$ cat config.mk
export PLATFORM = sky130hd
export DESIGN_NAME = cache_line_filler
export DESIGN_NICKNAME = d
export VERILOG_FILES = /design/src/rtl/cache_pkg.sv /design/src/rtl/line_assembler.sv /design/src/rtl/cache_line_filler.sv
export SDC_FILE = /design/constraint.sdc
export NUM_CORES = 1
export LEC_CHECK = 0
export ABC_AREA = 1
export CELL_PAD_IN_SITES_DETAIL_PLACEMENT = 1
export CELL_PAD_IN_SITES_GLOBAL_PLACEMENT = 1
export CORE_AREA = 2 2 322 324
export DETAILED_ROUTE_END_ITERATION = 8
export DIE_AREA = 0 0 324 326
export PLACE_DENSITY_LB_ADDON = 0.1
export SLEW_MARGIN = 10
export SYNTH_ARGS = -nofsm -noshare
export SYNTH_HDL_FRONTEND = slang
export SYNTH_SLANG_ARGS = --single-unit
export TNS_END_PERCENT = 1
$ cat constraint.sdc
create_clock -name clk -period 2.88 [get_ports clk]
set_input_delay 0.72 -clock clk [delete_from_list [all_inputs] [get_ports clk]]
set_output_delay 0.72 -clock clk [all_outputs]
set_load 0.01 [all_outputs]
$ cat src/rtl/cache_pkg.sv
// cache_pkg: tags, filler states and line alignment shared by the L1 miss path.
package cache_pkg;
  localparam int TAG_W = 13;
  localparam logic [TAG_W-1:0] MEM_READ_TAG = 13'h00A5;
  localparam logic [TAG_W-1:0] MEM_WRITE_TAG = 13'h015A;
  typedef enum logic [2:0] {IDLE, REQ, WAIT, DRAIN, FILL} filler_state_t;
  function automatic logic [63:0] line_align(input logic [63:0] addr, input int off);
    return addr & ~((64'd1 << off) - 64'd1);
  endfunction
endpackage

$ cat src/rtl/line_assembler.sv
// line_assembler: beat counter plus indexed line register; clear rewinds the counter only.
module line_assembler #(
  parameter int WIDTH = 64,
  parameter int LINE_BEATS = 8,
  parameter int BW = (LINE_BEATS > 1) ? $clog2(LINE_BEATS) : 1
) (
  input  logic                        clk,
  input  logic                        reset,
  input  logic                        clr,
  input  logic                        we,
  input  logic [WIDTH-1:0]            din,
  output logic [BW-1:0]               beat,
  output logic [WIDTH*LINE_BEATS-1:0] data
);
  always_ff @(posedge clk or negedge reset)
    if (!reset) begin
      beat <= '0;
      data <= '0;
    end else if (clr) begin
      beat <= '0;
    end else if (we) begin
      data[beat*WIDTH +: WIDTH] <= din;
      // hold on the last beat; only clr rewinds the index
      if (beat != BW'(LINE_BEATS - 1)) beat <= beat + BW'(1);
    end
endmodule

$ cat src/rtl/cache_line_filler.sv
// cache_line_filler: blocking L1 miss engine issuing one read burst per miss and
// returning the assembled line, aborting on a per-beat timeout.
module cache_line_filler
  import cache_pkg::*;
#(
  parameter int WIDTH = 64,
  parameter int TAG_WIDTH = 13,
  parameter int LINE_BEATS = 8,
  parameter int TIMEOUT = 1024
) (
  input  logic                        clk,
  input  logic                        reset,
  input  logic                        miss_valid,
  input  logic [WIDTH-1:0]            miss_addr,
  output logic                        miss_ready,
  output logic                        fill_valid,
  output logic [WIDTH-1:0]            fill_addr,
  output logic [WIDTH*LINE_BEATS-1:0] fill_data,
  input  logic                        fill_ready,
  output logic                        fill_err,
  output logic                        reqcyc,
  output logic [WIDTH-1:0]            req,
  output logic [TAG_WIDTH-1:0]        reqtag,
  input  logic                        reqack,
  input  logic                        respcyc,
  input  logic [WIDTH-1:0]            resp,
  input  logic [TAG_WIDTH-1:0]        resptag,
  output logic [TAG_WIDTH-1:0]        dbg_resptag
);
  localparam int OFF = $clog2(LINE_BEATS * WIDTH / 8);
  localparam int BW = (LINE_BEATS > 1) ? $clog2(LINE_BEATS) : 1;
  localparam int TW = (TIMEOUT > 1) ? $clog2(TIMEOUT) : 1;
  filler_state_t state;
  logic [TW-1:0] timer;
  logic [BW-1:0] beat;
  logic [WIDTH-1:0] line_addr;
  assign miss_ready = state == IDLE;
  assign line_addr = WIDTH'(line_align(64'(miss_addr), OFF));
  line_assembler #(.WIDTH(WIDTH), .LINE_BEATS(LINE_BEATS), .BW(BW)) u_asm (
    .clk(clk), .reset(reset),
    .clr(state == REQ && reqack),
    .we(state == WAIT && respcyc),
    .din(resp), .beat(beat), .data(fill_data)
  );
  always_ff @(posedge clk or negedge reset)
    if (!reset) begin
      state <= IDLE;
      reqcyc <= 1'b0;
      req <= '0;
      reqtag <= '0;
      fill_valid <= 1'b0;
      fill_err <= 1'b0;
      fill_addr <= '0;
      timer <= '0;
      dbg_resptag <= '0;
    end else begin
      fill_err <= 1'b0;
      if (respcyc) dbg_resptag <= resptag;
      case (state)
        IDLE: if (miss_valid) begin
          req <= line_addr;
          fill_addr <= line_addr;
          reqcyc <= 1'b1;
          reqtag <= TAG_WIDTH'(MEM_READ_TAG);
          state <= REQ;
        end
        REQ: if (reqack) begin
          reqcyc <= 1'b0;
          timer <= '0;
          state <= WAIT;
        end
        WAIT: if (respcyc) begin
          timer <= '0;
          if (beat == BW'(LINE_BEATS - 1)) state <= DRAIN;
        end else if (timer == TW'(TIMEOUT - 1)) begin
          fill_err <= 1'b1;
          state <= IDLE;
        end else begin
          timer <= timer + TW'(1);
        end
        // the arbiter may keep respcyc high past the last beat; wait it out
        DRAIN: if (!respcyc) begin
          fill_valid <= 1'b1;
          state <= FILL;
        end
        FILL: if (fill_ready) begin
          fill_valid <= 1'b0;
          state <= IDLE;
        end
        default: state <= IDLE;
      endcase
    end
endmodule

# Word level (Yosys, flattened, before mapping)
# Index checks and enable logic that the tools add are counted.
# word_totals
ff_bits	603
elab_cells	70
output_inout_bits	670
# classes
shifts	2
n_eq_ne	14
n_reduce_logical	15
muxes	25
n_addsub	3
n_bitwise	1
# ops
cell	n
512-bit bitwise mux	1
64-bit by 34-bit variable shift with 512-bit output (first input constant)	1
64-bit by 34-bit indexed part select with 512-bit output	1
9-bit negator with 34-bit output	1
10-bit 2-to-1 mux	3
3-bit 2-to-1 mux	10
10-bit one-hot mux with 2 select lines	1
3-bit one-hot mux with 5 select lines	1
10-bit by 1-bit adder with 10-bit output (second input constant)	1
10-bit equality test (second input constant)	1
2-bit nonzero test	5
3-bit AND reduction	3
2-bit inequality test (second input constant)	4
1-bit 2-to-1 mux	7
3-bit by 2-bit equality test with 1-bit output (second input constant)	2
3-bit equality test (second input constant)	2
3-bit by 2-bit inequality test with 1-bit output (second input constant)	2
3-bit inequality test (second input constant)	2
2-bit AND reduction	3
6-bit AND reduction	1
1-bit one-hot mux with 2 select lines	2
3-bit by 1-bit adder with 3-bit output (second input constant)	1
3-bit by 1-bit equality test with 1-bit output (second input constant)	1
3-bit logical NOT	1
other kinds (2)	3

# Longest topological paths before layout
# Gate-level depths: netlist of the first run.
# logic_depth
word_depth	4
mapped_depth	14
depth_no_buf	9

# Modules after synthesis
# A second synthesis of the first run with hierarchy kept.
# unflattened
cells_unflattened	3130
hier_area_um2	26287.7
# modules_own_cells
mod	seq_area_each_um2	instances	area_each_um2	cells_per_inst
line_assembler	12887.4	1	21968.6	2617
cache_line_filler	2202.1	1	4319.1	513

# Worst setup path before layout of the first run
# Ideal clock, no wire load.
# synth_timing
kind	reg-to-reg
start	register u_asm.beat[0]
end	register u_asm.data[47]
path_stages_with_launch	15
t_arrival_ns	2.479
t_required_ns	2.763
period_less_slack_ns	2.596
slack_ns	0.284
setup_time_ns	0.117
n_path_buf	5
path_cell_list	dfrtp_1 > buf_2 > inv_2 > buf_2 > buf_1 > ha_1 > ha_1 > inv_2 > nand3_1 > nor2_2 > nand2_2 > buf_2 > buf_2 > nand2_1 > nand2_1
# synth_via
elab_chain_len	3
word_cells_on_any_way	4
classes_between	1 x add/sub; 2 x shift; 1 x mux
# synth_lines
element	line_no	rtl
from (decl)	line_assembler.sv:12	output logic [BW-1:0] beat,
from (signal assigned)	line_assembler.sv:24	if (beat != BW'(LINE_BEATS - 1)) beat <= beat + BW'(1);
9-bit negator with 34-bit output (*)	line_assembler.sv:22	data[beat*WIDTH +: WIDTH] <= din;
64-bit by 34-bit indexed part select with 512-bit output / 64-bit by 34-bit variable shift with 512-bit output (equally long branches)	line_assembler.sv:22	
512-bit bitwise mux (*)	line_assembler.sv:22	
to (signal, indexed assignment)	line_assembler.sv:22	
to (decl)	line_assembler.sv:13	output logic [WIDTH*LINE_BEATS-1:0] data
# Every way passes the cells marked *; elsewhere a longest branch is shown, timed or not.
# A chain may end at the register's enable or synchronous reset.

# Worst setup path in the final report of the first run
# layout_timing
start	register state[1]
end	output port miss_ready
# layout_via
elab_chain_len	1
# layout_lines
element	line_no	rtl
from (decl)	cache_line_filler.sv:33	filler_state_t state;
from (signal assigned)	cache_line_filler.sv:47	state <= IDLE;
from (signal assigned)	cache_line_filler.sv:65	state <= REQ;
from (signal assigned)	cache_line_filler.sv:70	state <= WAIT;
3-bit logical NOT	cache_line_filler.sv:37	assign miss_ready = state == IDLE;
to (decl)	cache_line_filler.sv:15	output logic miss_ready,
# Every way passes these cells.

==> flow_summary.json, run 1 <==
{
  "p_leak_uw": 0.0154,
  "worstMarginPinSlew_ns": 0.812,
  "place_ws_ns": 0.133,
  "wl_per_cell_um": 23.5,
  "design.die.area_sq_um": 106000,
  "setup_viol": 0,
  "start_kind": "flop",
  "syn_area_sq_um": 24300,
  "track_usage": 0.207,
  "grt_max_degree": 113,
  "grt_pass1_wl_mm": 161,
  "worstSetupEndpointType": "primary output",
  "die_h_um": 326,
  "routed-via-count": 21434,
  "dpl.hpwl_mm": 77.7,
  "fin_crit_ns": 2.72,
  "clockRootBuffer": "clkbuf_16",
  "fin_setup_tns_ns": 0,
  "clk_latency_ns": 0.63,
  "routed_wl_mm": 111,
  "cts_buffers": 75,
  "initial_utilization": 0.236,
  "hp-class": "input pin to asynchronous set/reset pin",
  "power_density_nw_per_um2": 958,
  "clock_skew_ns": 0.0243,
  "fin_nets": 3440,
  "synth_top_cell_by_area": "dfrtp_1",
  "synth_cell_type_count": 30,
  "period_share": 0.943,
  "gr-total-overflow": 0,
  "viasPerCell": 4.54,
  "yosysTopAreaCellShare": 0.622,
  "ys_warn_count": 0,
  "crit_chain": "nor2_4, nand2_1, clkinv_1, clkdlybuf4s50_1",
  "first_pass_iters": 5,
  "grt_pass1_vias": 22694,
  "critPathRequiredTime_ns": 2.16,
  "ys_seq_area_frac": 0.622,
  "syn2layout_area_growth_pct": 48.2,
  "drtAntennaViolNets": 0,
  "drive_gt1_frac": 0.0646,
  "htreeDepth": 3,
  "antenna_found_initial": 3,
  "critical_path_class": "flop to primary output",
  "yosys-top-cells-area": "dfrtp_1, nand2_1, nand3_1, o21ai_1, o21ai_0",
  "layout_commonest_cell": "clkdlybuf4s50_1",
  "drv_cap": 0,
  "port_buffers": 789,
  "coreArea_sq_um": 103000,
  "timing.final.ws_setup_ns": 0.163,
  "slowest_delay_ns": 0.59,
  "hold_viol": 0,
  "cp_max_fo": 6,
  "fillers": 11564,
  "syn_avg_cell_area_sq_um": 9.34,
  "relSlewSlack": 0.459,
  "crit_slowest_cell": "clkdlybuf4s50_1",
  "rsz0062_at_grt": "no",
  "final_cell_mix": "clkdlybuf4s50_1, nand2_1, dfrtp_1",
  "gp_congestion": 0.790,
  "rows": 118,
  "io-pin-count": 817,
  "die_w_um": 324,
  "finalMaxSlewViolations": 0,
  "synth_cells": 2599,
  "cts_tree": "built",
  "status": "finished, final reports clean",
  "path_clk_slew_ns": 0.06,
  "synth-seq-cells": 603,
  "drc": 0,
  "timing.fmax_mhz": 368,
  "peakVddDrop_mv": 0.798,
  "post_cts_buffers": 0,
  "arrival_ns": 2.00,
  "drt-initial-drc-count": 1121,
  "clock-sinks": 603,
  "cts_buffer_depth": 3
}
==> kinds of logic (layout without fill, tap and decap cells) <==
| group | count (synthesis) | count (layout) | share of synthesized area |
|---|---|---|---|
| adder cells (fa/ha/maj) | 8 | 8 | 0.00413 |
| other | 1 | 22 | 0.000155 |
| flip-flops | 603 | 603 | 0.622 |
| buffers and inverters | 345 | 1071 | 0.0714 |
| XOR/XNOR | 5 | 5 | 0.00180 |
| AND/OR/NAND/NOR | 1153 | 1153 | 0.200 |
| AO/OA/AOI/OAI | 484 | 484 | 0.100 |
==> worst max-delay path, delay by kind of cell (launching register included) <==
kind / cells / cell delay, ns
buffers and inverters: 2 / 0.66
flip-flops: 1 / 0.46
AND/OR/NAND/NOR: 2 / 0.24
==> cells in the mapped netlist (all sizes together) <==
cell / number
clkinv: 1
nand3: 345
nor3: 28
nand2: 755
dfrtp: 603
clkbuf: 99
xor2: 4
conb: 1
xnor2: 1
buf: 176
nor2: 12
or2: 2
o2111ai: 1
nand3b: 1
inv: 69
o22ai: 1
o21ai: 482
ha: 8
nand4: 10
==> layer usage <==
metal	GRT usage	up-vias	share of wire
met4	0.0580	4	0.023
met2	0.362	644	0.50
met3	0.0582	130	0.069
li1	-	9876	-
met5	0	-	0.00024
met1	0.245	10780	0.41
==> path summary, 6_finish.rpt <==
kind / startpoint / endpoint / slack, ns / cells after the start
hold reg to reg: u_asm.data[17] / u_asm.data[17] / 0.47 / 2
hold / removal: reset / u_asm.data[83] / 0.05 / 1
min in group clk: u_asm.data[17] / u_asm.data[17] / 0.47 / 2
setup reg to reg: u_asm.beat[0] / u_asm.data[429] / 0.36 / 7
max in group asynchronous: reset / u_asm.data[204] / 1.82 / 2
setup / recovery: state[1] / miss_ready / 0.16 / 4
==> sequential cells by signal, indices dropped and copies added, names as in the netlist <==
| signal | flops |
|---|---|
| req | 58 |
| fill_err | 1 |
| reqcyc | 1 |
| u_asm.data | 512 |
| dbg_resptag | 13 |
| reqtag | 1 |
| u_asm.beat | 3 |
| fill_valid | 1 |
| state | 3 |
| timer | 10 |
==> power by group <==
part	switching [uW]	internal, uW	leakage [uW]
logic	7890	5390	0.00587
registers	1250	10200	0.00823
clock network	3820	5880	0.00125
total	13000	21500	0.0154
==> layout make-up <==
type | count | area, sq um | area share
clock inverters | 20 | 210 | 0.00584
repair buffers | 864 | 8790 | 0.244
flip-flops and latches | 603 | 15100 | 0.420
diodes | 1 | 2.50 | 0.0000696
well taps | 1380 | 1730 | 0.0480
inverters | 70 | 263 | 0.00730
clock buffers | 117 | 2320 | 0.0645
multi-input cells | 1671 | 7570 | 0.210
==> stage by stage <==
stage	cell area [sq um]	power, uW	cells	hold WS [ns]	utilization
finish	36000	34500	4726	0.0491	0.351
global route	36000	36500	4725	0.0502	0.351
CTS	36000	35200	4725	0.0195	0.350
detailed placement	33400	25200	4588	0.460	0.326
global placement	33400	24900	4588	0.456	0.326
floorplan	24300	17200	2619	0.424	-
==> repair_timing <==
item	in CTS	in global routing
gates resized for setup	1	2
endpoints found under the setup margin	1	1
hold buffers	0	0
hold endpoints to repair	0	0
(Power assumes the default switching activity.)
==> run 2: changes to the inputs <==
- CAP_MARGIN: unset -> 20
==> results of run 2 <==
Final layout, timing and power as in run 1 (identical DEF).
